`src/rtl/conv_result_packer.sv`:
```
// -----------------------------------------------------------------------------
// conv_result_packer
//
// Output-side companion of convolution_core. For every lane it sums the
// absolute values of the per-kernel signed results (e.g. Sobel |gx|+|gy|),
// shifts and saturates that sum to one PIX_WIDTH pixel, and packs the pixels
// back into a PORT_BITS word in the core's lane order. Words stream out of a
// first-word-fall-through FIFO over valid/ready, with end-of-frame marking.
//
// Ports
//   clk         rising-edge clock for all logic
//   rst         synchronous, active-high reset
//   in_data     [KERNEL_NUM][NUM_PER_CYCLE] signed OUT_WIDTH core results
//   in_vld      core result valid (the core cannot be back-pressured directly)
//   stall       request to deassert the core's clk_en
//   m_data      packed pixels, lane i at [(i+1)*PIX_WIDTH-1 -: PIX_WIDTH]
//   m_valid     output word valid
//   m_ready     downstream accept
//   m_last      high with the last word of a frame
//   frame_done  one-cycle pulse, registered, after the last word is accepted
//   overflow    sticky; set when a word is dropped on a full FIFO
// -----------------------------------------------------------------------------
module conv_result_packer #(
  parameter int ROI_SIZE   = 480,
  parameter int PORT_BITS  = 128,
  parameter int PIX_WIDTH  = 8,
  parameter int OUT_WIDTH  = 17,
  parameter int KERNEL_NUM = 2,
  parameter int SHIFT      = 0,
  parameter int FIFO_DEPTH = 8
) (
  input  logic                                                               clk,
  input  logic                                                               rst,
  input  logic signed [KERNEL_NUM-1:0][PORT_BITS/PIX_WIDTH-1:0][OUT_WIDTH-1:0] in_data,
  input  logic                                                               in_vld,
  output logic                                                               stall,
  output logic [PORT_BITS-1:0]                                               m_data,
  output logic                                                               m_valid,
  input  logic                                                               m_ready,
  output logic                                                               m_last,
  output logic                                                               frame_done,
  output logic                                                               overflow
);

  localparam int NPC     = PORT_BITS / PIX_WIDTH;
  localparam int WPF     = ROI_SIZE * ROI_SIZE / NPC;
  localparam int ABS_W   = OUT_WIDTH + 1;  // holds |-2^(OUT_WIDTH-1)| exactly
  localparam int SUM_W   = OUT_WIDTH + 1 + $clog2(KERNEL_NUM);
  localparam int CNT_W   = (WPF > 1) ? $clog2(WPF) : 1;
  localparam int PTR_W   = $clog2(FIFO_DEPTH);
  localparam int OCC_W   = $clog2(FIFO_DEPTH + 1);
  localparam int PIX_MAX = (2 ** PIX_WIDTH) - 1;

  localparam logic [CNT_W-1:0] LAST_IDX = CNT_W'(WPF - 1);

  // Frame counter and pipeline stages
  logic [CNT_W-1:0]                r_word_cnt;
  logic                            r_s1_vld, r_s1_last;
  logic [NPC-1:0][SUM_W-1:0]       r_s1_sum;
  logic                            r_s2_vld, r_s2_last;
  logic [PORT_BITS-1:0]            r_s2_word;

  // FIFO: {last, data} per entry
  logic [PORT_BITS:0]              r_mem [FIFO_DEPTH];
  logic [PTR_W-1:0]                r_wr_ptr, r_rd_ptr;
  logic [OCC_W-1:0]                r_count;
  logic                            r_frame_done;
  logic                            r_overflow;

  logic                            w_last;
  logic [NPC-1:0][SUM_W-1:0]       w_abs_sum;
  logic [NPC-1:0][PIX_WIDTH-1:0]   w_pix;
  logic [PORT_BITS:0]              w_head;
  logic                            w_full, w_pop, w_wr, w_drop;
  logic [OCC_W:0]                  w_occ;

  function automatic logic [ABS_W-1:0] abs_val(input logic [OUT_WIDTH-1:0] x);
    logic [ABS_W-1:0] ext;
    ext = {x[OUT_WIDTH-1], x};
    return ext[ABS_W-1] ? (~ext + ABS_W'(1)) : ext;
  endfunction

  function automatic logic [PIX_WIDTH-1:0] shift_sat(input logic [SUM_W-1:0] s);
    logic [SUM_W-1:0] sh;
    sh = s >> SHIFT;
    return (sh > SUM_W'(PIX_MAX)) ? PIX_WIDTH'(PIX_MAX) : sh[PIX_WIDTH-1:0];
  endfunction

  // Stage 0: last flag is decided here so it can ride with the word.
  assign w_last = (r_word_cnt == LAST_IDX);

  always_comb begin
    // NOTE: assign a default before the loop so no path leaves the signal unassigned (no latch).
    w_abs_sum = '0;
    for (int l = 0; l < NPC; l++) begin
      for (int k = 0; k < KERNEL_NUM; k++) begin
        w_abs_sum[l] = w_abs_sum[l] + SUM_W'(abs_val(in_data[k][l]));
      end
    end
  end

  always_comb begin
    w_pix = '0;
    for (int l = 0; l < NPC; l++) begin
      w_pix[l] = shift_sat(r_s1_sum[l]);
    end
  end

  // FIFO control. A push onto a full FIFO is legal only when a pop frees a slot
  // in the same cycle; otherwise the word is dropped and overflow latches.
  assign m_valid = (r_count != '0);
  assign w_pop   = m_valid && m_ready;
  assign w_full  = (r_count == OCC_W'(FIFO_DEPTH));
  assign w_wr    = r_s2_vld && (!w_full || w_pop);
  assign w_drop  = r_s2_vld && w_full && !w_pop;

  assign w_head  = r_mem[r_rd_ptr];
  assign m_data  = m_valid ? w_head[PORT_BITS-1:0] : '0;
  assign m_last  = m_valid && w_head[PORT_BITS];

  // Occupancy counts words already committed to the pipeline, since the core
  // keeps producing for a couple of cycles after stall rises.
  assign w_occ = {1'b0, r_count} + (OCC_W + 1)'(r_s1_vld) + (OCC_W + 1)'(r_s2_vld);
  assign stall = (w_occ >= (OCC_W + 1)'(FIFO_DEPTH - 2));

  assign frame_done = r_frame_done;
  assign overflow   = r_overflow;

  always_ff @(posedge clk) begin
    // NOTE: non-blocking assignments so every register samples pre-edge values.
    if (rst) begin
      r_word_cnt   <= '0;
      r_s1_vld     <= 1'b0;
      r_s1_last    <= 1'b0;
      r_s2_vld     <= 1'b0;
      r_s2_last    <= 1'b0;
      r_wr_ptr     <= '0;
      r_rd_ptr     <= '0;
      r_count      <= '0;
      r_frame_done <= 1'b0;
      r_overflow   <= 1'b0;
    end else begin
      // Counts dropped words too, so framing stays aligned with the core.
      if (in_vld) begin
        r_word_cnt <= w_last ? '0 : r_word_cnt + CNT_W'(1);
      end
      r_s1_vld     <= in_vld;
      r_s1_last    <= in_vld && w_last;
      r_s2_vld     <= r_s1_vld;
      r_s2_last    <= r_s1_last;
      if (w_wr) begin
        r_wr_ptr <= r_wr_ptr + PTR_W'(1);
      end
      if (w_pop) begin
        r_rd_ptr <= r_rd_ptr + PTR_W'(1);
      end
      r_count      <= r_count + OCC_W'(w_wr) - OCC_W'(w_pop);
      r_frame_done <= w_pop && m_last;
      r_overflow   <= r_overflow || w_drop;
    end
  end

  // Datapath registers carry no reset: their contents only matter when the
  // matching valid bit or FIFO count says so.
  always_ff @(posedge clk) begin
    r_s1_sum  <= w_abs_sum;
    r_s2_word <= w_pix;
    // NOTE: the FIFO storage is deliberately not reset; the pointers and count define what is live.
    if (w_wr && !rst) begin
      r_mem[r_wr_ptr] <= {r_s2_last, r_s2_word};
    end
  end

endmodule

```
`config.mk`:
```
export PLATFORM = sky130hd
export DESIGN_NAME = conv_result_packer
export DESIGN_NICKNAME = d
export VERILOG_FILES = /design/src/rtl/conv_result_packer.sv
export SDC_FILE = /design/constraint.sdc
export NUM_CORES = 2
export LEC_CHECK = 0
export CAP_MARGIN = 20
export CORE_MARGIN = 2
export CORE_UTILIZATION = 45
export DETAILED_ROUTE_END_ITERATION = 8
export PLACE_DENSITY = 0.65
export REMOVE_ABC_BUFFERS = 1
export SLEW_MARGIN = 30
export SYNTH_ARGS = -nofsm -noshare
export SYNTH_HDL_FRONTEND = slang
export SYNTH_SLANG_ARGS = --single-unit
```
`constraint.sdc`:
```
create_clock -name clk -period 53.3 [get_ports clk]
set_input_delay 10.66 -clock clk [delete_from_list [all_inputs] [get_ports clk]]
set_output_delay 10.66 -clock clk [all_outputs]
set_load 0.05 [all_outputs]
```
==> impl_metrics.toml <==
[route]
drc_errors = 0
wl_per_cell_um = 19.7
firstDrtPassIters = 7
wl_mm = 172
vias = 47200
routed_via_density = 5.40
ant_nets = 0
drt_iter0_drc = 2710

[worst_setup_path]
endpoint = "m_data[102]"
worstPathArrival_ns = 4.68
reg2reg_depth = 11
worstPathRequired_ns = 42.64
startpoint_type = "flop"
rrSetupSlack_ns = 49.05
end_kind = "output pin"
path_class = "reg -> out"
worstPathMaxFanout = 48
r2r_start = "r_count[2]"
r2r_end = "r_mem[7][0]"

[global_routing]
grtUsageMet1_pct = 26.1
grt.total_usage_pct = 20.4
grt_use_met2_pct = 35.7
grt_max_degree = 69
grt.busiest_layer = "met2"
first_global_vias = 47700
use_met3_pct = 3.26
overflow = 0
antenna_found_initial = 10
grt_pass1_wl_mm = 268

[die]
initial_core_util_pct = 45.4
core_mm2 = 0.161
rows = 147
io_pins = 681
dieHeight_um = 407
die-area_mm2 = 0.166
fp.dieW_um = 407

[synth]
ys_seq_area_share_pct = 55.1
ys_seq_elements = 1497
synth_area_per_cell_um2 = 12.9
syn_inst = 5686
synth.area.top_cells = "edfxtp_1 42%, dfxtp_1 13%, mux4_2 7.9%"
synth.distinct_cells = 79
yosysWarnings = 0
synth.largest_area_cell = "edfxtp_1"
synth_ff_type = "edfxtp_1"
synthesis.area_mm2 = 0.0731
yosysTopAreaCellShare_pct = 42.4
synth_edf_count = 1032
synthArstFlopShare_pct = 0

[final_layout]
layout-drive-gt1-share_pct = 10.3
fillers = 13400
layout.nets = 7355
syn2layout_area_growth_pct = 19.7

[sta]
worst_slew_pin_slew_ns = 0.965
period_needed_ns = 15.34
max_clock_freq_mhz = 65.2
drv_slew = 0
hold_viol = 0
fin_crit_sh_pct = 28.8
tns_ns = 0
slew_headroom_pct = 35.6
setup_violations = 0
rsz0062_at_grt = "false"
clock_skew_ns = 0.0192
hold_ws_ns = 0.407

[clocking]
ctsResizeCount = 0
clockRootBuffer = "clkbuf_16"
clock-sinks = 1497
cts_max_path_buffers = 3
htreeDepth = 4
cts_tree = "done"
cts_hold_buf = 0
clk_latency_ns = 0.76
numCtsBuffers = 150
clk_pin_slew_ns = 0.06
cts_setup_buffers = 0

[min_path]
min_from = "r_s1_sum[57]"
min-delay-path-class = "reg -> reg"

[placed_design]
gp_congestion = 0.889
dp_hpwl_mm = 120
port_buffers = 680

[run_status]
status = "finished clean"

[power]
leakage_nw = 26.6
power_density_mw_per_mm2 = 40.2
vdd_drop_max_mv = 0.0313
totalPowerFinal_mw = 3.52

[run]
maxCapViolations = 0
[registers in the layout, summed over array words and instances (netlist names), 3 cells and up, named ones only]
signal	flops
r_mem	1032
r_s1_sum	304
r_s2_word	128
r_word_cnt	14
r_count	4
r_rd_ptr	3
r_wr_ptr	3
[worst min-delay path by stage]
stage / end / slack [ns] / cells past startpoint
after global placement: r_s2_word[94] / 0.39 / 1
after global routing: r_s2_word[65] / 0.42 / 1
final: r_s2_word[24] / 0.41 / 1
after CTS: r_s2_word[112] / 0.41 / 1
after detailed placement: r_s2_word[22] / 0.40 / 1
after floorplan: r_s2_word[0] / 0.39 / 1
[power by group]
part           internal, mW  switching [mW]
Combinational         0.425           0.719
Sequential             1.32          0.0307
Clock                 0.596           0.425
[cell type report]
type | instances | area (µm²) | share of cell area, %
flip-flops and latches | 1497 | 40300 | 46.0
multi-input cells | 3889 | 31800 | 36.3
repair buffers | 719 | 7170 | 8.19
clock buffers | 223 | 4310 | 4.92
well taps | 2160 | 2700 | 3.09
inverters | 200 | 751 | 0.857
clock inverters | 57 | 528 | 0.603
diodes | 7 | 17.5 | 0.0200
[synth_stat cells, types with 9 or more instances]
library cell / count
edfxtp_1: 1032
xnor2_1: 584
dfxtp_1: 465
ha_1: 332
nand2_1: 332
nor2_1: 327
mux4_2: 258
o21ai_0: 215
a21oi_1: 199
inv_1: 195
or2_2: 138
mux2i_1: 137
o31ai_1: 127
nand2b_1: 121
xor2_1: 106
a21o_1: 101
clkbuf_1: 88
nor3_1: 77
nor4_1: 73
or3_1: 69
nand3_1: 67
o41ai_1: 63
o21ai_1: 52
or4_1: 50
nor2b_1: 47
o21a_1: 43
buf_1: 42
o21bai_1: 35
and3_1: 28
a211oi_1: 18
fa_1: 18
a31oi_1: 16
nor4b_1: 16
o211ai_1: 16
or2_1: 15
and2_1: 13
a221oi_1: 12
a211o_1: 11
a311o_1: 11
nand4_1: 10
o31a_1: 10
a21boi_0: 9
a311oi_1: 9
[worst max-delay path: stages, from the launching register on]
cell	delay [ns]
dfxtp_4	0.72
buf_4	0.77
buf_6	0.62
mux4_2	0.58
mux2i_1	0.29
nor2_1	0.08
clkdlybuf4s50_1	0.74
[routing by layer]
metal	vias up	wire [µm]
met5	-	48
met2	995	86100
met1	23100	74300
li1	22900	-
met3	211	7920
met4	8	3840
[cells in the final DEF, fill, tap and decap left out, drive strengths merged, types with 206 or more instances in the layout]
cell type / instances
clkbuf: 223
o21ai: 267
xnor2: 584
edfxtp: 1032
inv: 206
mux4: 258
nor2: 327
dfxtp: 465
nand2: 332
ha: 332
clkdlybuf4s50: 680
[cells by family (layout without fill, tap and decap cells)]
| logic type | Yosys count | after routing | share of synthesized area (%) |
|---|---|---|---|
| flops | 1497 | 1497 | 55.1 |
| simple gates | 1403 | 1403 | 9.71 |
| compound gates | 1019 | 1019 | 9.22 |
| xor+xnor | 690 | 690 | 8.26 |
| mux | 395 | 395 | 9.82 |
| fa+ha+maj | 350 | 350 | 6.17 |
| buf+inv | 331 | 1199 | 1.70 |
| other cells | 1 | 39 | 0.00513 |
[per-stage QoR]
stage / setup slack [ns] / instances / utilization, % / instance area [µm²]
after global placement: 38.27 / 8464 / 51.3 / 82600
after global routing: 37.54 / 8748 / 54.4 / 87500
after floorplan: 29.02 / 5586 / - / 72700
after detailed placement: 38.25 / 8465 / 51.4 / 82700
after CTS: 37.43 / 8745 / 54.4 / 87500
final: 37.96 / 8752 / 54.4 / 87600
(Power assumes the default switching activity.)
